--- config.mk ---
export PLATFORM = sky130hd
export DESIGN_NAME = pulse_meter
export DESIGN_NICKNAME = d
export VERILOG_FILES = /design/src/rtl/pulse_meter.sv
export SDC_FILE = /design/constraint.sdc
export NUM_CORES = 1
export LEC_CHECK = 0
export ABC_AREA = 1
export BUFFER_PORTS_ARGS = -buffer_cell sky130_fd_sc_hd__buf_4
export CORE_MARGIN = 10
export CORE_UTILIZATION = 35
export CTS_BUF_LIST = sky130_fd_sc_hd__clkbuf_4
export CTS_CLUSTER_DIAMETER = 80
export DETAILED_ROUTE_END_ITERATION = 8
export GPL_TIMING_DRIVEN = 0
export SLEW_MARGIN = 20
export SYNTH_ARGS = -nofsm -noshare
export SYNTH_HDL_FRONTEND = slang
export SYNTH_SLANG_ARGS = --single-unit
--- constraint.sdc ---
create_clock -name clk -period 2.6 [get_ports clk]
set_input_delay 0.26 -clock clk [delete_from_list [all_inputs] [get_ports clk]]
set_output_delay 0.26 -clock clk [all_outputs]
set_load 0.05 [all_outputs]
--- src/rtl/pulse_meter.sv ---
// Pulse-train receiver: counts rising edges of din over a programmable window
// and hands the saturating count downstream through a valid/ready handshake.
module pulse_meter #(
  parameter int CNT_W = 8,
  parameter int WIN_W = 16
) (
  input  logic             clk,
  input  logic             rst,
  input  logic             din,
  input  logic             start,
  input  logic [WIN_W-1:0] win_len,
  output logic             busy,
  output logic             valid,
  input  logic             ready,
  output logic [CNT_W-1:0] count,
  output logic             overflow
);

  typedef enum logic [1:0] {
    S_IDLE,
    S_MEASURE,
    S_DONE
  } state_e;

  localparam logic [CNT_W-1:0] CNT_MAX = '1;
  localparam logic [WIN_W-1:0] REM_ONE = WIN_W'(1);

  state_e           state_q;
  logic [WIN_W-1:0] rem_q;
  logic             din_q;
  logic [CNT_W-1:0] count_q;
  logic             overflow_q;
  logic             busy_q;
  logic             valid_q;

  logic edge_seen;
  logic cnt_at_max;

  assign edge_seen  = din & ~din_q;
  assign cnt_at_max = (count_q == CNT_MAX);

  // NOTE: all state below is updated with non-blocking assignments so every
  // register samples the pre-edge values of its neighbours, like real flops.
  always_ff @(posedge clk) begin
    if (rst) begin
      state_q    <= S_IDLE;
      rem_q      <= '0;
      din_q      <= 1'b0;
      count_q    <= '0;
      overflow_q <= 1'b0;
      busy_q     <= 1'b0;
      valid_q    <= 1'b0;
    end else begin
      din_q <= din;
      case (state_q)
        S_IDLE: begin
          if (start) begin
            rem_q      <= win_len;
            count_q    <= '0;
            overflow_q <= 1'b0;
            // A zero-length window skips MEASURE and reports an empty count.
            if (win_len == '0) begin
              state_q <= S_DONE;
              valid_q <= 1'b1;
            end else begin
              state_q <= S_MEASURE;
              busy_q  <= 1'b1;
            end
          end
        end

        S_MEASURE: begin
          if (edge_seen) begin
            if (cnt_at_max) overflow_q <= 1'b1;
            else            count_q    <= count_q + CNT_W'(1);
          end
          rem_q <= rem_q - REM_ONE;
          if (rem_q == REM_ONE) begin
            state_q <= S_DONE;
            busy_q  <= 1'b0;
            valid_q <= 1'b1;
          end
        end

        S_DONE: begin
          if (ready) begin
            state_q <= S_IDLE;
            valid_q <= 1'b0;
          end
        end

        default: begin
          state_q <= S_IDLE;
          busy_q  <= 1'b0;
          valid_q <= 1'b0;
        end
      endcase
    end
  end

  assign busy     = busy_q;
  assign valid    = valid_q;
  assign count    = count_q;
  assign overflow = overflow_q;

endmodule

# [Yosys cells after proc, flatten, opt, wreduce, memory -nomap -nowiden]
# Cells that the tools add are included.
[word_totals] regBits=30 input_bits=21 output_inout_bits=11 word_cells=57
[classes] add_sub_neg=2 n_eq_ne=12 muxes=24 bitwise_logic=3 n_reduce_logical=9
[ops] op="16-bit one-hot mux with 2 select lines" count=1
[ops] op="8-bit two-way mux" count=3
[ops] op="16-bit by 1-bit equality test with 1-bit output, second input constant" count=1
[ops] op="16-bit zero test" count=1
[ops] op="16-bit two-way mux" count=1
[ops] op="2-bit != test, second input constant" count=8
[ops] op="8-bit one-hot mux with 2 select lines" count=1
[ops] op="4-bit AND reduction" count=4
[ops] op="16-bit by 1-bit subtractor with 16-bit output, second input constant" count=1
[ops] op="1-bit two-way mux" count=10
[ops] op="8-bit by 1-bit adder with 8-bit output, second input constant" count=1
[ops] op="8-bit equality test, second input constant" count=1
[ops] op="2-bit two-way mux" count=4
[ops] op="1-bit one-hot mux with 3 select lines" count=2
[ops] op="2-bit one-hot mux with 3 select lines" count=1
[ops] op="3-bit AND reduction" count=1
[ops] op="2-bit by 1-bit equality test with 1-bit output, second input constant" count=1
[ops] op="2-bit equality test, second input constant" count=1
[ops] op="2-bit zero test" count=1
[ops] op="1-bit NOT" count=2
[ops] op="1-bit one-hot mux with 2 select lines" count=1
[ops] op="2-bit AND reduction" count=1
[ops] op="2-bit nonzero test" count=1
[ops] op="1-bit AND" count=1

# [Longest topological paths before layout]
# Gate-level depths: netlist of run 1.
[logic_depth] ltp_word=4 mapped_depth=11

# [Least setup slack after synthesis of run 1]
# No wires, ideal clock.
[synth_timing] path_type="register to register" from="register count_q[0], in the netlist count[0]" to="register count_q[4], in the netlist count[4]" setup_ns=0.128 arrival_ns=1.649 required_time_ns=2.472 slack_ns=0.823 path_stages_with_launch=9 path_buffers=0 synth_period_minus_slack_ns=1.777 path_cell_list="dfxtp_1 > ha_1 > nand3_1 > nor2_1 > nand2_1 > nand2_8 > nor2_1 > a21oi_1 > nor2_1"
[synth_via] elab_chain_cells=4
[synth_lines] element="from (decl)" line_no="31" text="logic [CNT_W-1:0] count_q;"
[synth_lines] element="from (signal assigned)" line_no="75" text="else count_q <= count_q + CNT_W'(1);"
[synth_lines] element="8-bit by 1-bit adder with 8-bit output" line_no="75"
[synth_lines] element="8-bit two-way mux" line_no="74" text="if (cnt_at_max) overflow_q <= 1'b1;"
[synth_lines] element="8-bit two-way mux" line_no="73" text="if (edge_seen) begin"
[synth_lines] element="8-bit one-hot mux with 2 select lines" line_no="55" text="case (state_q)"
# Parallel ways exist; a longest one is shown, timed or not. The select of a mux whose other input is x is not followed.
# A chain may end at the register's enable or synchronous reset.

# [Worst setup path in the final report of run 1]
[layout_timing] from="register state_q[0]" to="register rem_q[4]"
[layout_via] elab_chain_cells=3
[layout_lines] element="from (decl)" line_no="28" text="state_e state_q;"
[layout_lines] element="from (signal assigned)" line_no="46" text="state_q <= S_IDLE;"
[layout_lines] element="from (signal assigned)" line_no="63" text="state_q <= S_DONE;"
[layout_lines] element="from (signal assigned)" line_no="66" text="state_q <= S_MEASURE;"
[layout_lines] element="2-bit by 1-bit equality test with 1-bit output or 2-bit zero test (tied branches)" line_no="55"
[layout_lines] element="2-bit nonzero test (no source line) or 2-bit != test (tied branches)"
[layout_lines] element="2-bit AND reduction (no source line)"
[layout_lines] element="to (signal assigned)" line_no="58" text="rem_q <= win_len;"
[layout_lines] element="to (signal assigned)" line_no="77" text="rem_q <= rem_q - REM_ONE;"
[layout_lines] element="to (decl)" line_no="29" text="logic [WIN_W-1:0] rem_q;"
# Parallel ways exist; a longest one is shown, timed or not.

==> results of run 1 <==
sequential cells by signal, indices dropped and copies added (netlist names):
name      flops
state_q       2
count         8
din_q         1
rem_q        16
overflow      1
busy          1
valid         1
metrics by stage:
stage | setup slack (ns) | hold WS (ns) | total power, mW
6_report | 0.9096 | 0.1427 | 1.478
5_1_grt | 0.7434 | 0.1315 | 1.602
4_1_cts | 0.9133 | 0.1260 | 1.494
3_5_place_dp | 0.9208 | 0.4506 | 1.228
3_3_place_gp | 0.9255 | 0.4419 | 1.224
2_1_floorplan | 0.8232 | 0.3849 | 1.062
area by class of cell:
type | instances | area (um2)
fill | 610 | 3132
buffer | 7 | 40.04
clock inverter | 3 | 11.26
tap | 72 | 90.09
timing repair buffer | 31 | 232.7
sequential | 30 | 600.6
inverter | 37 | 141.4
multi-input combinational | 238 | 1154
clock buffer | 5 | 37.54
power groups by stage:
stage / Combinational (mW) / Clock [mW] / Sequential, mW
detailed placement: 0.632 / 0 / 0.596
finish: 0.632 / 0.260 / 0.586
floorplan: 0.459 / 0 / 0.603
global placement: 0.630 / 0 / 0.594
global route: 0.717 / 0.292 / 0.593
CTS: 0.635 / 0.274 / 0.585
layer usage:
layer  vias to the layer above  GRT usage
met5                         -          0
met4                         0    0.03544
met3                         4    0.03727
met2                        44     0.1979
met1                       892     0.1567
li1                       1078          -
cells by family after synthesis:
logic type               Yosys count  synth area share
flip-flops                        30            0.3103
AND/OR/NAND/NOR                  188            0.4396
AO/OA/AOI/OAI                     46            0.1325
adder cells (fa/ha/maj)            3           0.01939
XOR/XNOR                           1          0.004526
buffers and inverters             44           0.09373
placed cells by master, fill, tap and decap left out, types with 2 or more instances in the layout:
cell type,instances
ha_1,3
nand3_1,23
nor2_8,3
buf_2,2
clkbuf_4,5
a21oi_1,22
a211oi_1,3
clkinv_1,3
o21ai_0,13
nand4_1,6
nor2_4,2
nand2_1,79
nor3_1,3
o22ai_1,2
nand3b_1,2
nor2_1,67
buf_4,32
clkbuf_1,3
dfxtp_1,30
inv_1,33
inv_2,3
worst min-delay path: stages:
cell and delay [ns]:
buf_4 0.07, inv_1 0.03, nor2_1 0.06
worst paths after layout:
kind	start	to	slack (ns)
hold reg to reg	valid$_SDFFE_PP0P_	valid$_SDFFE_PP0P_	0.46
setup / recovery	state_q[0]$_SDFFE_PP0P_	rem_q[4]$_SDFFE_PP0P_	0.91
setup reg to reg	state_q[0]$_SDFFE_PP0P_	rem_q[4]$_SDFFE_PP0P_	0.91
hold / removal	din	din_q$_SDFF_PP0_	0.14
==> reports/metrics.yaml, run 1 <==
detailed_routing:
  drcViolationCount: 0
  wl_per_cell_um: 12.64
  drt_first_pass_iters: 4
  drt_iter0_markers: 132
  met1_length_mm: 2.418
  top_layer: "met4"
  drt_wl_total_mm: 5.346
  dr_wl_met2_mm: 2.520
  num_vias: 2018
  drtAntennaViolNets: 0
  dr_wl_met3_um: 363
  vias_per_cell: 4.771
setup_path:
  cp_common_cell: "o21ai_0"
  crit_buf_inv: 2
  reg2reg_depth: 8
  cp_slowest_cell: "dfxtp_1"
  arrival_ns: 1.89
  cp-end-kind: "register"
  crit_path_max_fanout: 10
  start_kind: "register"
  critPathTopFamily: "flip-flops"
  worstPathCellList: "inv_4 > nor2_8 > buf_2 > o21ai_0 > nand3_1 > nand2_1 > o21ai_0 > a21oi_1"
  cpPeakStageDelay_ns: 0.53
  cp.depth: 8
  required_ns: 2.80
  criticalPathCategory: "register to register"
cts:
  insertion_delay_ns: 0.33
  root_buffer: "clkbuf_4"
  cts_tree: "done"
  cts.sinks: 30
  numCtsBuffers: 5
  cts.clk_slew.worst_paths_ns: 0.09
  cts_hold_buf: 0
  postCtsResizedCells: 0
  htree_levels: 2
  cts.path.max_buffers: 2
  cts_setup_buffers: 0
timing:
  period_needed_ns: 1.690
  timing.fmax_ghz: 0.5916
  grt_setup_unrepaired: "false"
  setup_viol_count_final: 0
  relSlewSlack: 0.5953
  hold_viol_final: 0
  min_period_over_period: 0.6501
  fin_skew_ns: 0.01249
  fin_setup_tns_ns: 0
  worst_slew_pin_slew_ns: 0.6071
  drv_slew: 0
cells_and_area:
  drive_gt1_frac: 0.1510
  final_util: 0.4242
  syn2layout_area_growth_pct: 19.20
  stdcell_area_um2: 2307
  fin_nets: 374
  n_antenna_cell: 0
  finalNonFillerCells: 423
run_status:
  status: "complete, no violations"
yosys:
  async_flop_share: 0
  synth_area_um2: 1936
  avgSynthCellArea_um2: 6.204
  syn_nets: 336
  synth_common_cells: "nand2_1 (79), nor2_1 (67), inv_1 (33)"
  synth_top_area_cell: "dfxtp_1"
  yosysMostFrequentCell: "nand2_1"
  synth_seq_cells: 30
  synth_edf_count: 0
  yosysTopAreaCellShare: 0.3103
  ys_top_cells_by_area: "dfxtp_1 (31%), nand2_1 (15%), nor2_1 (13%)"
  yosysSeqAreaShare: 0.3103
  synth_cell_types: 31
  ys_warn_count: 0
  ys.flop_type: "dfxtp_1"
  syn_inst: 312
power_and_ir_drop:
  power.internal_mw: 0.8369
  clockPowerShare: 0.176
  p_sw_frac: 0.4337
  p_leak_nw: 1.021
  ir_drop_mv: 0.2558
  p_switching_mw: 0.6411
  power_density_nw_per_um2: 640.6
  power_frac_seq: 0.397
  combPwrFrac: 0.428
min_path:
  whs_path_depth: 3
  worstHoldPathType: "input port to register"
placement:
  io_buffers: 31
  hpwl_mm: 4.076
  gp_congestion: 0.8661
  dp.cells: 415
  dpl_cell_area_um2: 2258
die:
  ios: 32
  rows: 27
  initial_utilization: 0.3559
  fp.dieW_um: 94.37
  core_area_um2: 5439
  die-area_um2: 8905
  die_h_um: 94.37
global_routing:
  first_global_vias: 1896
  grt_pass1_wl_mm: 8.832
  overflow: 0
  grt_max_degree: 11
  antenna_found_initial: 0
  track_usage: 0.1237
run:
  maxCapViolations: 0
(Power assumes the default switching activity.)
==> run 2, diff against run 1 <==
clock period = 1.6 ns   (was 2.6 ns; I/O delays follow)
==> run 2 against run 1 <==
Sequential power up 63%. Global-route usage about the same. Non-clock buffer count up 1. Clock power up 80%. Via count up 0.89%. Final cell count up 0.24%. Largest cell class unchanged.
==> reports/metrics.yaml, run 2 (synthesized netlist as in run 1, its figures left out) <==
detailed_routing:
  wl_per_cell_um: 12.65  # +0.10%
  drtAntennaViolNets: 0  # unchanged
  drcViolationCount: 0  # unchanged
  drt_first_pass_iters: 4  # unchanged
  drt_wl_total_mm: 5.364  # +0.34%
  num_vias: 2036  # +0.89%
  vias_per_cell: 4.802  # +0.65%
  drt_iter0_markers: 115  # -13%
run_status:
  status: "complete, no violations"
run:
  maxCapViolations: 0  # unchanged
timing:
  min_period_over_period: 0.9265  # +0.2764
  setup_viol_count_final: 0  # unchanged
  hold_ws_ns: 0.03129  # -0.1114 ns
  timing.fmax_ghz: 0.6746  # +14%
  period_needed_ns: 1.482  # -0.2080 ns
  hold_viol_final: 0  # unchanged
  grt_setup_unrepaired: "false"
  relSlewSlack: 0.6178  # +0.02254
  fin_setup_tns_ns: 0  # unchanged
  worst_slew_pin_slew_ns: 0.5733  # -0.03380 ns
  drv_slew: 0  # unchanged
  fin_skew_ns: 0.01477  # +0.002282 ns
cells_and_area:
  final_util: 0.4334  # +0.009201
  largest_reg_flops: 16  # unchanged
  drive_gt1_frac: 0.1932  # +0.04218
  fin_nets: 375  # +0.27%
  syn2layout_area_growth_pct: 21.78
  final_cell_mix: "nand2_1 (77), nor2_1 (62), buf_4 (34)"
  largest_register: "rem_q"
  finalNonFillerCells: 424  # +0.24%
  layout_commonest_cell: "nand2_1"
  n_antenna_cell: 0  # unchanged
die:
  die-area_um2: 8905  # unchanged
  die_h_um: 94.37  # unchanged
  fp.dieW_um: 94.37  # unchanged
  rows: 27  # unchanged
  initial_utilization: 0.3559  # unchanged
  core_area_um2: 5439  # unchanged
  ios: 32  # unchanged
global_routing:
  track_usage: 0.1241  # +0.0003664
  grt_max_degree: 11  # unchanged
  overflow: 0  # unchanged
  first_global_vias: 1975  # +4.2%
  antenna_found_initial: 0  # unchanged
  grt_pass1_wl_mm: 8.818  # -0.16%
cts:
  cts_hold_buf: 0  # unchanged
  root_buffer: "clkbuf_4"
  htree_levels: 2  # unchanged
  cts.sinks: 30  # unchanged
  cts.clk_slew.worst_paths_ns: 0.10  # about the same
  insertion_delay_ns: 0.34  # about the same
  numCtsBuffers: 5  # unchanged
  cts.path.max_buffers: 2  # unchanged
  cts_tree: "done"
power_and_ir_drop:
  total_power_mw: 2.506  # +70%
  ir_drop_mv: 0.4174  # +63%
  p_leak_nw: 1.035  # +1.4%
  power_density_nw_per_um2: 1063  # +66%
placement:
  hpwl_mm: 4.054  # -0.54%
  gp_congestion: 0.8660  # about the same
  dp.cells: 415  # unchanged
  io_buffers: 31  # unchanged
setup_path:
  cp-end-kind: "register"
  start_kind: "register"
  crit_path_max_fanout: 10  # unchanged
  arrival_ns: 1.67  # -0.22 ns
  required_ns: 1.79  # -1.01 ns
  criticalPathCategory: "register to register"
min_path:
  worstHoldPathType: "input port to register"
[run 2: cell types whose count changed in the layout (fill, tap and decap cells not counted), moves of 2 or more]
| cell | previous run | this run |
|---|---|---|
| nor2_1 | 67 | 62 |
| dfxtp_1 | 30 | 26 |
| dfxtp_2 | 0 | 4 |
| nor2_2 | 1 | 4 |
| buf_4 | 32 | 34 |
| clkinv_1 | 3 | 1 |
| nand2_1 | 79 | 77 |
| nand2_2 | 0 | 2 |
| nor2_4 | 2 | 4 |
[run 2: final cells by class]
class / instances / area (um2)
Buffer: 7 / 42.54
Clock inverter: 2 / 8.758
Tap cell: 72 / 90.09
Sequential cell: 30 / 605.6
Inverter: 37 / 141.4
Timing Repair Buffer: 32 / 240.2
Multi-Input combinational cell: 238 / 1184
Clock buffer: 6 / 45.04
Fill cell: 595 / 3082
[run 2: path summary, 6_finish.rpt]
check / startpoint / to / slack (ns) / cells past startpoint
max reg2reg: state_q[0]$_SDFFE_PP0P_ / rem_q[8]$_SDFFE_PP0P_ / 0.12 / 8
min: din / din_q$_SDFF_PP0_ / 0.03 / 3
min reg2reg: valid$_SDFFE_PP0P_ / valid$_SDFFE_PP0P_ / 0.46 / 2
max: state_q[0]$_SDFFE_PP0P_ / rem_q[8]$_SDFFE_PP0P_ / 0.12 / 8
[run 2: critical path, cell delays in order (launching register included)]
cell	delay, ns
dfxtp_2	0.44
inv_4	0.08
nand2_4	0.09
nor2_4	0.06
nor2_8	0.23
inv_2	0.10
buf_6	0.16
o211ai_1	0.09
a21oi_1	0.10
[run 2: metal layers]
| layer | share of wire | global-route usage |
|---|---|---|
| met1 | 0.45 | 0.1457 |
| met4 | 0.026 | 0.06076 |
| met3 | 0.051 | 0.03172 |
| met2 | 0.47 | 0.2054 |
| met5 | 0 | 0 |
[run 2: timing repair]
item | in CTS | in global routing
pin swaps | 0 | 2
resized for setup | 2 | 12
endpoints found under the setup margin | 4 | 19
gates cloned | 0 | 0
setup buffers | 0 | 1
[run 2: power breakdown]
group | internal, mW | switching, mW | leakage, nW
sequential | 0.848 | 0.107 | 0.248
combinational | 0.389 | 0.695 | 0.754
clock | 0.182 | 0.285 | 0.0331
total | 1.42 | 1.09 | 1.03
[run 2: per-stage QoR]
stage          setup slack [ns]  area [um2]
2_1_floorplan           0.02097        1938
3_3_place_gp           -0.07640        2261
3_5_place_dp           -0.06929        2261
4_1_cts                 0.01987        2321
5_1_grt                0.006258        2357
6_report                 0.1176        2357
==> run 3, diff against run 2 <==
CTS_BUF_LIST = sky130_fd_sc_hd__clkbuf_2 sky130_fd_sc_hd__clkbuf_4 sky130_fd_sc_hd__clkbuf_8   (was sky130_fd_sc_hd__clkbuf_4)
==> run 3 against run 2 <==
Count of clock-buffer cells in the layout up 1. Worst hold slack better by 0.057 ns. Routed wire length down 0.97%. Critical path depth unchanged. Combinational power about the same. Maximum frequency up 0.69%. Sequential share of layout area down 0.44 points. Setup slack better by 0.010 ns. Sequential power about the same. Final area up 1.8%. Final cell count unchanged. Global-route usage down 0.082 points. Critical path type unchanged. Critical endpoint is now rem_q[4]$_SDFFE_PP0P_. Highest routed layer unchanged.
==> reports/metrics.yaml, run 3 (synthesized netlist as in run 1, its figures left out) <==
min_path:
  whs_path_depth: 3  # unchanged
  hold_start: "din"
  worstHoldPathType: "input port to register"
  hold_end: "din_q$_SDFF_PP0_"
setup_path:
  reg2reg_depth: 8  # unchanged
  worstPathCellList: "inv_4 > nor2_8 > buf_4 > o21ai_0 > nand3_1 > nand2_1 > o21ai_0 > a21oi_1"
  reg2reg_to: "rem_q[4]$_SDFFE_PP0P_"
  required_ns: 1.75  # -0.04 ns
  cpPeakStageDelay_ns: 0.43  # about the same
  cp_slowest_cell: "dfxtp_2"
  critPathTopFamily: "flip-flops"
  criticalPathCategory: "register to register"
  start_kind: "register"
  cp_common_cell: "o21ai_0"
  arrival_ns: 1.62  # -0.05 ns
  cp-end-kind: "register"
  crit_path_max_fanout: 10  # unchanged
  r2r-start: "state_q[0]$_SDFFE_PP0P_"
  crit_buf_inv: 2  # -1
  reg2reg_setup_slack_ns: 0.13  # about the same
power_and_ir_drop:
  p_leak_nw: 1.053  # +1.8%
  total_power_mw: 2.694  # +7.5%
  ir_drop_mv: 0.6540  # +57%
  power_density_nw_per_um2: 1123  # +5.7%
timing:
  hold_ws_ns: 0.08798  # +0.05669 ns
  min_period_over_period: 0.9201  # -0.006394
  worst_slew_pin_slew_ns: 0.6090  # +0.03567 ns
  fin_skew_ns: 0.005861  # -0.008909 ns
  setup_ws_ns: 0.1278  # +0.01023 ns
  setup_viol_count_final: 0  # unchanged
  timing.fmax_ghz: 0.6793  # +0.69%
  grt_setup_unrepaired: "false"
  drv_slew: 0  # unchanged
  relSlewSlack: 0.5940  # -0.02378
  period_needed_ns: 1.472  # -0.01023 ns
  hold_viol_final: 0  # unchanged
global_routing:
  grt_max_degree: 11  # unchanged
  antenna_found_initial: 0  # unchanged
  grt_pass1_wl_mm: 8.783  # -0.40%
  overflow: 0  # unchanged
  first_global_vias: 1930  # -2.3%
  track_usage: 0.1232  # -0.0008151
die:
  die_h_um: 94.37  # unchanged
  initial_utilization: 0.3559  # unchanged
  core_area_um2: 5439  # unchanged
  rows: 27  # unchanged
  fp.dieW_um: 94.37  # unchanged
  ios: 32  # unchanged
  die-area_um2: 8905  # unchanged
run:
  maxCapViolations: 0  # unchanged
placement:
  dpl_cell_area_um2: 2261  # unchanged
  gp_congestion: 0.8660  # unchanged
  dpl_worst_slack_ns: -0.06929  # unchanged
  io_buffers: 31  # unchanged
  hpwl_mm: 4.054  # unchanged
detailed_routing:
  num_vias: 2037  # +0.049%
  drt_wl_total_mm: 5.312  # -0.97%
  drtAntennaViolNets: 0  # unchanged
  drt_first_pass_iters: 4  # unchanged
  drt_iter0_markers: 109  # -5.2%
  wl_per_cell_um: 12.53  # -0.97%
  drcViolationCount: 0  # unchanged
  vias_per_cell: 4.804  # about the same
cts:
  cts.path.max_buffers: 2  # unchanged
  root_buffer: "clkbuf_8"
  cts_hold_buf: 0  # unchanged
  numCtsBuffers: 5  # unchanged
  cts.clk_slew.worst_paths_ns: 0.06  # -0.04 ns
  htree_levels: 2  # unchanged
  cts.sinks: 30  # unchanged
  cts_tree: "done"
  insertion_delay_ns: 0.28  # -0.06 ns
cells_and_area:
  layout_commonest_cell: "nand2_1"
  largest_register: "rem_q"
  syn2layout_area_growth_pct: 23.92
  drive_gt1_frac: 0.1960  # +0.002841
  largest_reg_flops: 16  # unchanged
  final_cell_mix: "nand2_1 (77), nor2_1 (62), buf_4 (34)"
  n_antenna_cell: 0  # unchanged
  fin_nets: 375  # unchanged
  final_util: 0.4410  # +0.007592
  stdcell_area_um2: 2399  # +1.8%
run_status:
  status: "complete, no violations"
run 3: repair_timing:
action / CTS / global route
endpoints found under the setup margin: 3 / 18
setup buffers: 0 / 1
pin swaps: 0 / 2
gates resized for setup: 2 / 12
run 3: per-layer routing:
metal	part of all wire	vias up	GRT usage
li1	-	1078	-
met1	0.43	911	0.1457
met2	0.48	41	0.2048
met3	0.071	7	0.03648
met4	0.018	0	0.04810
met5	0	-	0
run 3: worst reg2reg max path: stages, from the launching register on:
cell and delay, ns:
dfxtp_2 0.43, inv_4 0.08, nor2_8 0.16, buf_4 0.22, o21ai_0 0.14, nand3_1 0.11, nand2_1 0.06, o21ai_0 0.07
a21oi_1 0.08
run 3: layout make-up:
class / count / area (um2)
Multi-Input combinational cell: 238 / 1184
Buffer: 7 / 42.54
Fill cell: 583 / 3040
Tap cell: 72 / 90.09
Inverter: 37 / 141.4
Clock buffer: 7 / 90.09
Sequential cell: 30 / 605.6
Timing Repair Buffer: 32 / 240.2
Clock inverter: 1 / 5.005
run 3: worst max-delay path by stage:
stage                        endpoint  slack [ns]  depth (start not counted)                    start
6_report        rem_q[4]$_SDFFE_PP0P_        0.13                          8  state_q[0]$_SDFFE_PP0P_
5_1_grt         rem_q[4]$_SDFFE_PP0P_       0.008                          8  state_q[0]$_SDFFE_PP0P_
4_1_cts        rem_q[11]$_SDFFE_PP0P_        0.03                          8    rem_q[3]$_SDFFE_PP0P_
3_5_place_dp    rem_q[4]$_SDFFE_PP0P_       -0.07                          8  state_q[0]$_SDFFE_PP0P_
3_3_place_gp    rem_q[4]$_SDFFE_PP0P_       -0.08                          8  state_q[0]$_SDFFE_PP0P_
2_1_floorplan   count[4]$_SDFFE_PP0P_        0.02                          7    count[3]$_SDFFE_PP0P_
run 3: through the flow:
step,cells,setup TNS [ns]
after floorplan,312,0
after global placement,415,-0.09754
after detailed placement,415,-0.09058
after CTS,423,0
after global routing,424,0
final,424,0
run 3: report_power, final:
group / switching (mW) / internal (mW) / leakage, nW / total [mW]
combinational: 0.695 / 0.389 / 0.754 / 1.08
sequential: 0.106 / 0.849 / 0.248 / 0.954
clock: 0.292 / 0.364 / 0.0517 / 0.656
